==> config.mk <==
export PLATFORM = sky130hd
export DESIGN_NAME = muldiv_unit_flat
export DESIGN_NICKNAME = d
export VERILOG_FILES = /design/src/rtl/muldiv_pkg.sv /design/src/rtl/muldiv_if.sv /design/src/rtl/muldiv_divstep.sv /design/src/rtl/muldiv_unit.sv /design/src/flat_wrapper.sv
export SDC_FILE = /design/constraint.sdc
export NUM_CORES = 1
export LEC_CHECK = 0
export ABC_AREA = 1
export CAP_MARGIN = 20
export CORE_ASPECT_RATIO = 1.75
export CORE_UTILIZATION = 59
export DETAILED_ROUTE_END_ITERATION = 8
export PLACE_DENSITY = 0.83
export SLEW_MARGIN = 30
export SYNTH_ARGS = -nofsm -noshare
export SYNTH_HDL_FRONTEND = slang
export SYNTH_SLANG_ARGS = --single-unit
==> constraint.sdc <==
create_clock -name clk -period 3.19 [get_ports clk]
set_input_delay 0.4785 -clock clk [delete_from_list [all_inputs] [get_ports clk]]
set_output_delay 0.4785 -clock clk [all_outputs]
set_load 0.005 [all_outputs]
==> src/rtl/muldiv_pkg.sv <==
// Shared definitions for the iterative multiply/divide unit: op encodings,
// FSM states and the default operand width.
package muldiv_pkg;

    localparam int DEFAULT_WIDTH = 32;

    typedef enum logic [1:0] {
        OP_MULT  = 2'b00,
        OP_MULTU = 2'b01,
        OP_DIV   = 2'b10,
        OP_DIVU  = 2'b11
    } op_e;

    typedef enum logic [1:0] {
        ST_IDLE = 2'b00,
        ST_RUN  = 2'b01,
        ST_FIX  = 2'b10
    } state_e;

endpackage

==> src/rtl/muldiv_if.sv <==
// Request/result bundle between the datapath/controller (master) and the
// multiply/divide unit (slave).
interface muldiv_if #(parameter int WIDTH = muldiv_pkg::DEFAULT_WIDTH);
    logic             start;
    logic [1:0]       op;
    logic [WIDTH-1:0] srca;
    logic [WIDTH-1:0] srcb;
    logic             wr_hi;
    logic             wr_lo;
    logic [WIDTH-1:0] wdata;
    logic             busy;
    logic             done;
    logic [WIDTH-1:0] hi;
    logic [WIDTH-1:0] lo;

    modport master (output start, op, srca, srcb, wr_hi, wr_lo, wdata,
                    input  busy, done, hi, lo);
    modport slave  (input  start, op, srca, srcb, wr_hi, wr_lo, wdata,
                    output busy, done, hi, lo);
endinterface

==> src/rtl/muldiv_divstep.sv <==
// One restoring-division step: shift in the next dividend bit, subtract the
// divisor when it fits and emit the quotient bit.
module muldiv_divstep #(
    parameter int WIDTH = 32
) (
    input  logic [WIDTH-1:0] i_rem,
    input  logic [WIDTH-1:0] i_divisor,
    input  logic             i_bit,
    output logic [WIDTH-1:0] o_rem,
    output logic             o_qbit
);
    logic [WIDTH:0] w_shift;
    logic [WIDTH:0] w_diff;

    // Trial subtraction; the borrow out of the extra MSB says "does not fit".
    always_comb begin
        w_shift = {i_rem, i_bit};
        w_diff  = w_shift - {1'b0, i_divisor};
        o_qbit  = ~w_diff[WIDTH];
        if (o_qbit) begin
            o_rem = w_diff[WIDTH-1:0];
        end else begin
            o_rem = w_shift[WIDTH-1:0];
        end
    end
endmodule

==> src/rtl/muldiv_unit.sv <==
// Iterative MULT/MULTU/DIV/DIVU unit owning HI/LO. Defining MULDIV_FAST_MUL_EN
// replaces the shift-add multiply with a single-cycle combinational multiplier.
module muldiv_unit
    import muldiv_pkg::*;
#(
    parameter int WIDTH = DEFAULT_WIDTH
) (
    input  logic     clk,
    input  logic     reset,
    muldiv_if.slave  bus
);
    localparam int CW = $clog2(WIDTH);

    state_e             r_state, w_next;
    logic [CW-1:0]      r_cnt;
    logic [2*WIDTH-1:0] r_acc;
    logic [WIDTH-1:0]   r_mcand, r_hi, r_lo;
    logic               r_is_div, r_neg_q, r_neg_r, r_dz, r_done;

    logic               w_busy, w_load, w_step, w_fix;
    logic               w_op_div, w_sa, w_sb;
    logic [WIDTH-1:0]   w_mag_a, w_mag_b;
    logic [2*WIDTH-1:0] w_load_acc, w_mul_next, w_div_next, w_prod_fix;
    logic [WIDTH:0]     w_mul_sum;
    logic [WIDTH-1:0]   w_ds_rem, w_quo_fix, w_rem_fix, w_res_hi, w_res_lo;
    logic               w_ds_q;

    // Operand signs and magnitudes for the request on the bus.
    always_comb begin
        w_op_div = (bus.op == OP_DIV) || (bus.op == OP_DIVU);
        if ((bus.op == OP_MULT) || (bus.op == OP_DIV)) begin
            w_sa = bus.srca[WIDTH-1];
            w_sb = bus.srcb[WIDTH-1];
        end else begin
            w_sa = 1'b0;
            w_sb = 1'b0;
        end
        w_mag_a = w_sa ? (~bus.srca + WIDTH'(1)) : bus.srca;
        w_mag_b = w_sb ? (~bus.srcb + WIDTH'(1)) : bus.srcb;
    end

`ifdef MULDIV_FAST_MUL_EN
    logic [2*WIDTH-1:0] w_fast_prod;
    assign w_fast_prod = {{WIDTH{1'b0}}, w_mag_a} * {{WIDTH{1'b0}}, w_mag_b};
    assign w_load_acc  = w_op_div ? {{WIDTH{1'b0}}, w_mag_a} : w_fast_prod;
`else
    assign w_load_acc  = {{WIDTH{1'b0}}, w_mag_a};
`endif

    // Multiply: acc = {partial product, multiplier}, add on LSB then shift right.
    assign w_mul_sum  = {1'b0, r_acc[2*WIDTH-1:WIDTH]}
                      + (r_acc[0] ? {1'b0, r_mcand} : {(WIDTH+1){1'b0}});
    assign w_mul_next = {w_mul_sum, r_acc[WIDTH-1:1]};

    // Divide: acc = {remainder, dividend/quotient}, quotient bits shift in at LSB.
    muldiv_divstep #(.WIDTH(WIDTH)) u_divstep (
        .i_rem     (r_acc[2*WIDTH-1:WIDTH]),
        .i_divisor (r_mcand),
        .i_bit     (r_acc[WIDTH-1]),
        .o_rem     (w_ds_rem),
        .o_qbit    (w_ds_q)
    );
    assign w_div_next = {w_ds_rem, r_acc[WIDTH-2:0], w_ds_q};

    // Sign correction; a zero divisor leaves |srca| in the remainder, so
    // re-applying the dividend sign restores srca and only LO needs forcing.
    always_comb begin
        w_prod_fix = r_neg_q ? (~r_acc + (2*WIDTH)'(1)) : r_acc;
        w_rem_fix  = r_neg_r ? (~r_acc[2*WIDTH-1:WIDTH] + WIDTH'(1)) : r_acc[2*WIDTH-1:WIDTH];
        if (r_dz) begin
            w_quo_fix = {WIDTH{1'b1}};
        end else begin
            w_quo_fix = r_neg_q ? (~r_acc[WIDTH-1:0] + WIDTH'(1)) : r_acc[WIDTH-1:0];
        end
        w_res_hi = r_is_div ? w_rem_fix : w_prod_fix[2*WIDTH-1:WIDTH];
        w_res_lo = r_is_div ? w_quo_fix : w_prod_fix[WIDTH-1:0];
    end

    // FSM state register.
    always_ff @(posedge clk) begin
        if (reset) begin
            r_state <= ST_IDLE;
        end else begin
            r_state <= w_next;
        end
    end

    // FSM next-state logic.
    always_comb begin
        w_next = r_state;
        case (r_state)
            ST_IDLE: begin
                if (bus.start) begin
`ifdef MULDIV_FAST_MUL_EN
                    w_next = w_op_div ? ST_RUN : ST_FIX;
`else
                    w_next = ST_RUN;
`endif
                end else begin
                    w_next = ST_IDLE;
                end
            end
            ST_RUN: begin
                if (r_cnt == {CW{1'b0}}) begin
                    w_next = ST_FIX;
                end else begin
                    w_next = ST_RUN;
                end
            end
            ST_FIX:  w_next = ST_IDLE;
            default: w_next = ST_IDLE;
        endcase
    end

    // FSM outputs: busy and datapath enables.
    always_comb begin
        w_busy = 1'b0;
        w_load = 1'b0;
        w_step = 1'b0;
        w_fix  = 1'b0;
        case (r_state)
            ST_IDLE: w_load = bus.start;
            ST_RUN: begin
                w_busy = 1'b1;
                w_step = 1'b1;
            end
            ST_FIX: begin
                w_busy = 1'b1;
                w_fix  = 1'b1;
            end
            default: w_busy = 1'b0;
        endcase
    end

    // Operand latch, iteration and HI/LO update.
    always_ff @(posedge clk) begin
        if (reset) begin
            r_cnt    <= {CW{1'b0}};
            r_acc    <= {(2*WIDTH){1'b0}};
            r_mcand  <= {WIDTH{1'b0}};
            r_is_div <= 1'b0;
            r_neg_q  <= 1'b0;
            r_neg_r  <= 1'b0;
            r_dz     <= 1'b0;
            r_hi     <= {WIDTH{1'b0}};
            r_lo     <= {WIDTH{1'b0}};
            r_done   <= 1'b0;
        end else begin
            r_done <= w_fix;
            if (w_load) begin
                r_cnt    <= CW'(WIDTH-1);
                r_acc    <= w_load_acc;
                r_mcand  <= w_mag_b;
                r_is_div <= w_op_div;
                r_neg_q  <= w_sa ^ w_sb;
                r_neg_r  <= w_sa;
                r_dz     <= w_op_div && (bus.srcb == {WIDTH{1'b0}});
            end
            if (w_step) begin
                r_cnt <= r_cnt - CW'(1);
                r_acc <= r_is_div ? w_div_next : w_mul_next;
            end
            if (w_fix) begin
                r_hi <= w_res_hi;
                r_lo <= w_res_lo;
            end else if (!w_busy) begin
                if (bus.wr_hi) r_hi <= bus.wdata;
                if (bus.wr_lo) r_lo <= bus.wdata;
            end
        end
    end

    assign bus.busy = w_busy;
    assign bus.done = r_done;
    assign bus.hi   = r_hi;
    assign bus.lo   = r_lo;
endmodule

==> src/flat_wrapper.sv <==
// flat-port wrapper written by rule: the top's interface ports become plain ports
module muldiv_unit_flat import muldiv_pkg::*;
#(
    parameter int WIDTH = DEFAULT_WIDTH
)
  (clk, reset, bus_start, bus_op, bus_srca, bus_srcb, bus_wr_hi, bus_wr_lo, bus_wdata, bus_busy, bus_done, bus_hi, bus_lo);
  muldiv_if #(.WIDTH(WIDTH)) bus_i ();
  input  logic clk;
  input  logic reset;
  input wire logic [$bits(bus_i.start)-1:0] bus_start;
  input wire logic [$bits(bus_i.op)-1:0] bus_op;
  input wire logic [$bits(bus_i.srca)-1:0] bus_srca;
  input wire logic [$bits(bus_i.srcb)-1:0] bus_srcb;
  input wire logic [$bits(bus_i.wr_hi)-1:0] bus_wr_hi;
  input wire logic [$bits(bus_i.wr_lo)-1:0] bus_wr_lo;
  input wire logic [$bits(bus_i.wdata)-1:0] bus_wdata;
  output wire logic [$bits(bus_i.busy)-1:0] bus_busy;
  output wire logic [$bits(bus_i.done)-1:0] bus_done;
  output wire logic [$bits(bus_i.hi)-1:0] bus_hi;
  output wire logic [$bits(bus_i.lo)-1:0] bus_lo;
  assign bus_i.start = bus_start;
  assign bus_i.op = bus_op;
  assign bus_i.srca = bus_srca;
  assign bus_i.srcb = bus_srcb;
  assign bus_i.wr_hi = bus_wr_hi;
  assign bus_i.wr_lo = bus_wr_lo;
  assign bus_i.wdata = bus_wdata;
  assign bus_busy = bus_i.busy;
  assign bus_done = bus_i.done;
  assign bus_hi = bus_i.hi;
  assign bus_lo = bus_i.lo;
  muldiv_unit #(.WIDTH(WIDTH)) u_core (.clk(clk), .reset(reset), .bus(bus_i));
endmodule
==> out/metrics.cfg, run 1 <==
[outcome]
status = stopped before the end
stop_stage = 5_1_grt
stop_error = [ERROR GRT-0116] Global routing finished with congestion. Check the congestion regions in the DRC Viewer.

[clocking]
postCtsHoldBufs = 0
cts.sinks = 172
ctsResizeCount = 0
h-tree-depth = 4
cts_made_buffers = 17
cts_buffer_depth = 2
postCtsSetupBuffers = 0
root_buffer = clkbuf_16

[synth]
synth_edf_count = 0
synth_nets = 3188
postSynthRegisterBits = 172
yosysWarnings = 0
async_reset_ff_share_pct = 0
ys_types = 45
ys.flop_type = dfxtp_1
avgSynthCellArea_um2 = 5.590
netlist_instances = 3010
synthesis.area_um2 = 16830
synth_seq_area_share_pct = 20.46

[floorplan]
ios = 169
initial_core_util_pct = 60.16
die_h_um = 225.4
die_x_um = 129.7
rows = 81

[placement]
io_buffers = 168
gp_congestion = 1.080
dpl.hpwl_um = 56570
placed_area_um2 = 19070

[global_route]
grt-ovfl-total = 3
grt_pass1_wl_um = 119700
grt_pass1_vias = 21410
grt_usage_pct = 54.01
grt_max_degree = 100

-- layer usage --
layer  GRT usage [%]  overflow
met1           54.21         0
met4           57.24         1
met3           19.94         0
met5               0         0
met2           82.28         2
-- synth_stat cells, types with 2 or more instances --
| master | n | area [µm²] |
|---|---|---|
| a21o_1 | 4 | 30.03 |
| a21oi_1 | 294 | 1471 |
| a31oi_1 | 47 | 294.0 |
| and2_1 | 8 | 50.05 |
| buf_1 | 16 | 60.06 |
| buf_2 | 5 | 25.02 |
| buf_4 | 2 | 15.01 |
| buf_6 | 3 | 33.78 |
| clkbuf_1 | 95 | 356.6 |
| clkinv_1 | 3 | 11.26 |
| dfxtp_1 | 172 | 3443 |
| fa_1 | 2 | 40.04 |
| ha_1 | 73 | 913.4 |
| inv_1 | 434 | 1629 |
| inv_2 | 10 | 37.54 |
| nand2_1 | 768 | 2883 |
| nand2_2 | 6 | 37.54 |
| nand3_1 | 304 | 1521 |
| nand3_2 | 2 | 20.02 |
| nand3b_1 | 20 | 150.1 |
| nand4_1 | 33 | 206.5 |
| nor2_1 | 260 | 975.9 |
| nor2_2 | 6 | 37.54 |
| nor2_4 | 2 | 22.52 |
| nor3_1 | 41 | 205.2 |
| nor3_2 | 3 | 30.03 |
| nor4_1 | 5 | 31.28 |
| o2111ai_1 | 2 | 17.52 |
| o211ai_1 | 16 | 120.1 |
| o21ai_0 | 277 | 1386 |
| o21ai_1 | 8 | 40.04 |
| o21bai_1 | 14 | 105.1 |
| o221ai_1 | 8 | 70.07 |
| o31ai_1 | 4 | 30.03 |
| or2_2 | 13 | 81.33 |
| xnor2_1 | 8 | 70.07 |
| xor2_1 | 34 | 297.8 |
-- per-stage QoR --
| stage | util [%] | setup WS (ns) | cells | hold WS (ns) |
|---|---|---|---|---|
| 2_1_floorplan | - | 0.4719 | 3010 | 0.4454 |
| 3_3_place_gp | 68.16 | 0.3565 | 3503 | 0.4570 |
| 3_5_place_dp | 68.16 | 0.2750 | 3503 | 0.4866 |
| 4_1_cts | 70.20 | 0.2693 | 3535 | 0.5000 |
-- kinds of logic after synthesis --
group	count (synthesis)	share of synthesized area (%)
AO/OA/AOI/OAI	678	21.38
adder cells (fa/ha/maj)	75	5.666
flip-flops	172	20.46
XOR/XNOR	42	2.186
buffers and inverters	568	12.89
AND/OR/NAND/NOR	1475	37.42
==> run 2, diff against run 1 <==
Settings changed: CORE_ASPECT_RATIO 1.75 to unset, CORE_UTILIZATION 59 to 40, PLACE_DENSITY 0.83 to unset, PLACE_DENSITY_LB_ADDON set to 0.15.
==> out/metrics.cfg, run 2 <==
[outcome]
status = finished, violations left
violations = design-rule violations

[power_and_ir_drop]
p_int_w = 0.004879
p_seq_share_pct = 30.4
power_frac_comb_pct = 42.1
p_sw_share_pct = 43.30
p_sw_w = 0.003727
irDropWorstVdd_v = 0.0003925
p_leak_nw = 9.456
p_clk_share_pct = 27.5
power_density_nw_per_um2 = 431.6

[sta]
clock-skew-final_ns = 0.02025
max_freq_mhz = 336.9
fin_tns_setup_ns = 0
slew-limit-headroom_pct = 40.75
fin_crit_ns = 2.969
tightestPinTransition_ns = 0.8794
grt_setup_unrepaired = no
fin_crit_sh_pct = 93.06
hold_viol = 0
setup_violations = 0
slew_viol_final = 0

[clocking]
cts.clk_slew.worst_paths_ns = 0.07
cts_tree = done
h-tree-depth = 4  ; unchanged
clk_latency_ns = 0.50
root_buffer = clkbuf_16
postCtsHoldBufs = 0  ; unchanged
cts_buffer_depth = 2  ; unchanged
cts.sinks = 172  ; unchanged
cts_made_buffers = 17  ; unchanged
postCtsSetupBuffers = 0  ; unchanged
ctsResizeCount = 0  ; unchanged

[hold_path]
hp-start = u_core.r_cnt[4]
min_to = u_core.r_cnt[4]
whs_path_depth = 2
hp-class = flip-flop to flip-flop

[cells_and_area]
final_cell_mix = nand2_1 (768), inv_1 (433), nand3_1 (304), a21oi_1 (294), o21ai_0 (275)
regMostFlops = u_core.r_acc
final_core_util_pct = 48.40
final_cell_area_um2 = 19940
final_common_cell = nand2_1
drive_gt1_share_pct = 5.114
n_antenna_cell = 0
largest_reg_flops = 64
area_delta_synth_final_pct = 18.50
n_fill_cell = 4505
finalNonFillerCells = 3700
design.final.nets = 3333

[worst_setup_path]
critPathKind = flip-flop to flip-flop
critPathCaptureType = flip-flop
crit_fanout = 20
cp_data_required_time_ns = 3.54
r2r_end = u_core.r_acc[45]
reg2reg_slack_ns = 0.22
crit_arrival_ns = 3.32
r2r-start = u_core.r_acc[32]
crit_path_start_kind = flip-flop
rr_worst_depth = 17

[synth]
yosys-top-cells-area = dfxtp_1 (20%), nand2_1 (17%), inv_1 (9.7%)
netlist_instances = 3010  ; unchanged
synth_nets = 3188  ; unchanged
async_reset_ff_share_pct = 0  ; unchanged
avgSynthCellArea_um2 = 5.590  ; unchanged
yosysTopAreaCell = dfxtp_1
ys.flop_type = dfxtp_1
ys_top_cells_by_count = nand2_1 (768), inv_1 (434), nand3_1 (304), a21oi_1 (294), o21ai_0 (277)
ys_types = 45  ; unchanged
synth_seq_area_share_pct = 20.46  ; unchanged
synth.most_common_cell = nand2_1
synth_top_area_share_pct = 20.46  ; unchanged
yosysWarnings = 0  ; unchanged
postSynthRegisterBits = 172  ; unchanged
synth_edf_count = 0  ; unchanged
synthesis.area_um2 = 16830  ; unchanged

[detailed_routing]
ant_nets = 0
drc = 7
drtIter0Drc = 2227
first_pass_iters = 9
vias = 20580
vias_per_cell = 5.561
highest_layer = met5
totalWireLength_um = 73450
routedWlPerCell_um = 19.85
met3_length_um = 7555
wl_met1_um = 34740
dr_wl_met2_um = 28930

[global_route]
grt-ovfl-total = 0
grt_pass1_wl_um = 110400
grt_usage_pct = 33.69
grt_antenna_before_repair = 1
grt_pass1_vias = 18360
grt_max_degree = 58

[placement]
dp_cells = 3668  ; +4.7%
dpl.hpwl_um = 58420  ; +3.3%
io_buffers = 168  ; unchanged
placed_area_um2 = 19320  ; +1.3%
gp_congestion = 0.9832  ; -8.9%

[floorplan]
die_x_um = 207.1  ; +60%
rows = 74  ; -8.6%
die_h_um = 207.1  ; -8.1%
die_area_um2 = 42890
core-area_um2 = 41200
initial_core_util_pct = 40.84  ; -19 points
ios = 169  ; unchanged

[job]
drv_cap = 0

-- run 2: cell counts after synthesis --
Identical to the previous run, type by type.
-- run 2: how the worst max path moves through the flow --
stage / start / to / slack, ns / cells past startpoint
floorplan: u_core.r_acc[0] / u_core.r_acc[57] / 0.47 / 19
global placement: u_core.r_acc[32] / u_core.r_acc[55] / 0.40 / 18
detailed placement: u_core.r_acc[32] / u_core.r_acc[45] / 0.30 / 18
CTS: u_core.r_acc[32] / u_core.r_acc[45] / 0.28 / 18
global route: u_core.r_acc[32] / u_core.r_acc[45] / 0.02 / 18
finish: u_core.r_acc[32] / u_core.r_acc[45] / 0.22 / 17
-- run 2: cells by family after synthesis --
family	share of synthesized area, %
buf+inv	12.89
flops	20.46
xor+xnor	2.186
fa+ha+maj	5.666
compound gates	21.38
simple gates	37.42
-- run 2: power groups by stage --
stage | Clock [W] | Sequential, W | Combinational (W)
after global routing | 0.00247 | 0.00264 | 0.00399
after CTS | 0.00240 | 0.00260 | 0.00354
final | 0.00236 | 0.00262 | 0.00362
after global placement | 0 | 0.00264 | 0.00351
after detailed placement | 0 | 0.00265 | 0.00352
after floorplan | 0 | 0.00256 | 0.00227
-- run 2: stage by stage --
step | hold slack (ns) | power (W) | setup slack (ns)
3_3_place_gp | 0.4573 | 0.006158 | 0.3995
5_1_grt | 0.5290 | 0.009095 | 0.01648
4_1_cts | 0.4863 | 0.008535 | 0.2793
2_1_floorplan | 0.4454 | 0.004828 | 0.4719
3_5_place_dp | 0.4763 | 0.006164 | 0.2954
6_report | 0.4798 | 0.008606 | 0.2214
-- run 2: final cells by class --
cell class                      instances  area [µm²]  share of cell area, %
Multi-Input combinational cell       2270       11230                  56.30
Sequential cell                       172        3446                  17.28
Timing Repair Buffer                  247        2307                  11.57
Inverter                              447        1678                  8.414
Tap cell                              532       665.6                  3.338
Clock buffer                           19       442.9                  2.221
Clock inverter                         13       175.2                 0.8785
-- run 2: worst max-delay path, cell delays in order (launching register included) --
cell and delay [ns]:
dfxtp_1 0.46, inv_1 0.19, fa_1 0.42, inv_1 0.14
nand2_1 0.08, nand2_1 0.08, nand3_1 0.08, nand2_1 0.18
nand2_1 0.07, nand2_1 0.10, nand2_1 0.10, nand3_2 0.13
nand2_8 0.15, buf_12 0.19, nand2_1 0.07, nand3_1 0.16
nand3_1 0.14, a21oi_1 0.07
-- run 2: per-layer routing --
| layer | vias up | global-route usage (%) |
|---|---|---|
| met3 | 97 | 9.657 |
| met2 | 885 | 46.12 |
| met4 | 2 | 11.99 |
| met1 | 9439 | 49.25 |
| met5 | - | 0 |
| li1 | 10150 | - |
No activity file was read; power rests on OpenSTA's default activity.
==> run 3, diff against run 2 <==
Settings changed: PLACE_DENSITY set to 0.61, PLACE_DENSITY_LB_ADDON 0.15 to unset.
==> out/metrics.cfg, run 3 (synthesis results as in run 2) <==
[clocking]
ctsResizeCount = 0  ; unchanged
cts.sinks = 172  ; unchanged
cts_tree = done
cts_buffer_depth = 2  ; unchanged
clk_latency_ns = 0.50  ; about the same
postCtsSetupBuffers = 0  ; unchanged
cts_made_buffers = 17  ; unchanged
postCtsHoldBufs = 0  ; unchanged
root_buffer = clkbuf_16
cts.clk_slew.worst_paths_ns = 0.07  ; about the same
h-tree-depth = 4  ; unchanged

[cells_and_area]
design.final.nets = 3326  ; -0.21%
largest_reg_flops = 64  ; unchanged
area_delta_synth_final_pct = 18.22
final_common_cell = nand2_1
final_cell_mix = nand2_1 (768), inv_1 (433), nand3_1 (304), a21oi_1 (294), o21ai_0 (275)
drive_gt1_share_pct = 4.935  ; -0.18 points
n_antenna_cell = 0  ; unchanged
regMostFlops = u_core.r_acc
final_core_util_pct = 48.28  ; -0.11 points

[worst_setup_path]
cpMaxStageDelayCell = dfxtp_1
crit_arrival_ns = 3.21  ; -0.11 ns
critPathCaptureType = flip-flop
cp_data_required_time_ns = 3.53  ; about the same
cpMostUsedCell = nand2_1
path_cells = inv_1, fa_1, inv_1, nand2_1, nand2_1, nand3_1, nand2_1, nand2_1, nand2_1, nand2_1, nand3_2, buf_4, nand3_1, nand2_1, nand2_1, nand3_1, a21oi_1
crit_path_start_kind = flip-flop
critical-path-max-stage-delay_ns = 0.44  ; -0.02 ns
crit_fanout = 20  ; unchanged
critPathKind = flip-flop to flip-flop

[sta]
max_freq_mhz = 348.2  ; +3.4%
tightestPinTransition_ns = 0.8717  ; -0.007795 ns
hold_viol = 0  ; unchanged
fin_crit_ns = 2.872  ; -0.09634 ns
slew_viol_final = 0  ; unchanged
setup_ws_ns = 0.3177  ; +0.09634 ns
fin_tns_setup_ns = 0  ; unchanged
setup_violations = 0  ; unchanged
clock-skew-final_ns = 0.01687  ; -0.003375 ns
slew-limit-headroom_pct = 41.28  ; +0.53 points
grt_setup_unrepaired = no
fin_crit_sh_pct = 90.04  ; -3.0 points

[global_route]
grt_max_degree = 114  ; +97%
grt-ovfl-total = 0  ; unchanged
grt_pass1_vias = 18200  ; -0.86%
grt_pass1_wl_um = 107300  ; -2.8%
grt_antenna_before_repair = 0  ; -1
grt_usage_pct = 32.18  ; -1.5 points

[floorplan]
initial_core_util_pct = 40.84  ; unchanged
rows = 74  ; unchanged
ios = 169  ; unchanged
die_h_um = 207.1  ; unchanged
core-area_um2 = 41200  ; unchanged
die_area_um2 = 42890  ; unchanged
die_x_um = 207.1  ; unchanged

[placement]
post-place-ws_ns = 0.3880  ; +0.09260 ns
dpl.hpwl_um = 55520  ; -5.0%
io_buffers = 168  ; unchanged
gp_congestion = 1.020  ; +3.7%

[detailed_routing]
first_pass_iters = 9  ; unchanged
routedWlPerCell_um = 18.96  ; -4.5%
vias = 20480  ; -0.47%
vias_per_cell = 5.545  ; -0.28%
drc = 4  ; -3
totalWireLength_um = 70030  ; -4.7%
drtIter0Drc = 2310  ; +3.7%
ant_nets = 0  ; unchanged

[outcome]
status = finished, violations left
violations = design-rule violations

[job]
drv_cap = 0  ; unchanged

[power_and_ir_drop]
irDropWorstVdd_v = 0.0004292  ; +9.3%
fin_total_pwr_w = 0.008447  ; -1.8%
power_density_nw_per_um2 = 424.6  ; -1.6%
p_leak_nw = 9.421  ; -0.38%

[hold_path]
hp-class = input port to flip-flop

run 3: stage by stage:
stage	std cells	hold WS (ns)	cell area (µm²)
floorplan	3010	0.4454	16830
global placement	3661	0.4584	19280
detailed placement	3661	0.4630	19280
CTS	3693	0.3352	19890
global route	3693	0.3673	19890
finish	3693	0.3521	19890
run 3: final cells by class:
| type | instances | area, µm² |
|---|---|---|
| sequential | 172 | 3446 |
| tap | 532 | 665.6 |
| clock inverter | 14 | 172.7 |
| inverter | 447 | 1678 |
| clock buffer | 18 | 439.2 |
| fill | 4471 | 21310 |
| timing repair buffer | 240 | 2267 |
| multi-input combinational | 2270 | 11230 |
run 3: path summary, 6_finish.rpt:
path	slack, ns	end	startpoint	depth (start not counted)
worst max-delay path	0.32	u_core.r_acc[62]	u_core.r_acc[32]	17
worst max register to register	0.32	u_core.r_acc[62]	u_core.r_acc[32]	17
worst min register to register	0.48	u_core.r_cnt[4]	u_core.r_cnt[4]	2
worst min-delay path	0.35	u_core.r_mcand[29]	reset	4
run 3: report_power, final:
| part | switching [W] | internal, W |
|---|---|---|
| registers | 0.000223 | 0.00237 |
| logic | 0.00234 | 0.00124 |
| clock network | 0.00107 | 0.00120 |
run 3: routing by layer:
layer	GRT usage [%]	wire length, µm
met1	48.41	33910
met2	46.70	28650
met3	5.124	5907
met4	8.827	1561
met5	0	0
run 3: critical path, delay by kind of cell, from the launching register on:
family          cells  cell delay (ns)
simple gates       12             1.21
buf+inv             3             0.58
flops               1             0.44
fa+ha+maj           1             0.41
compound gates      1             0.07
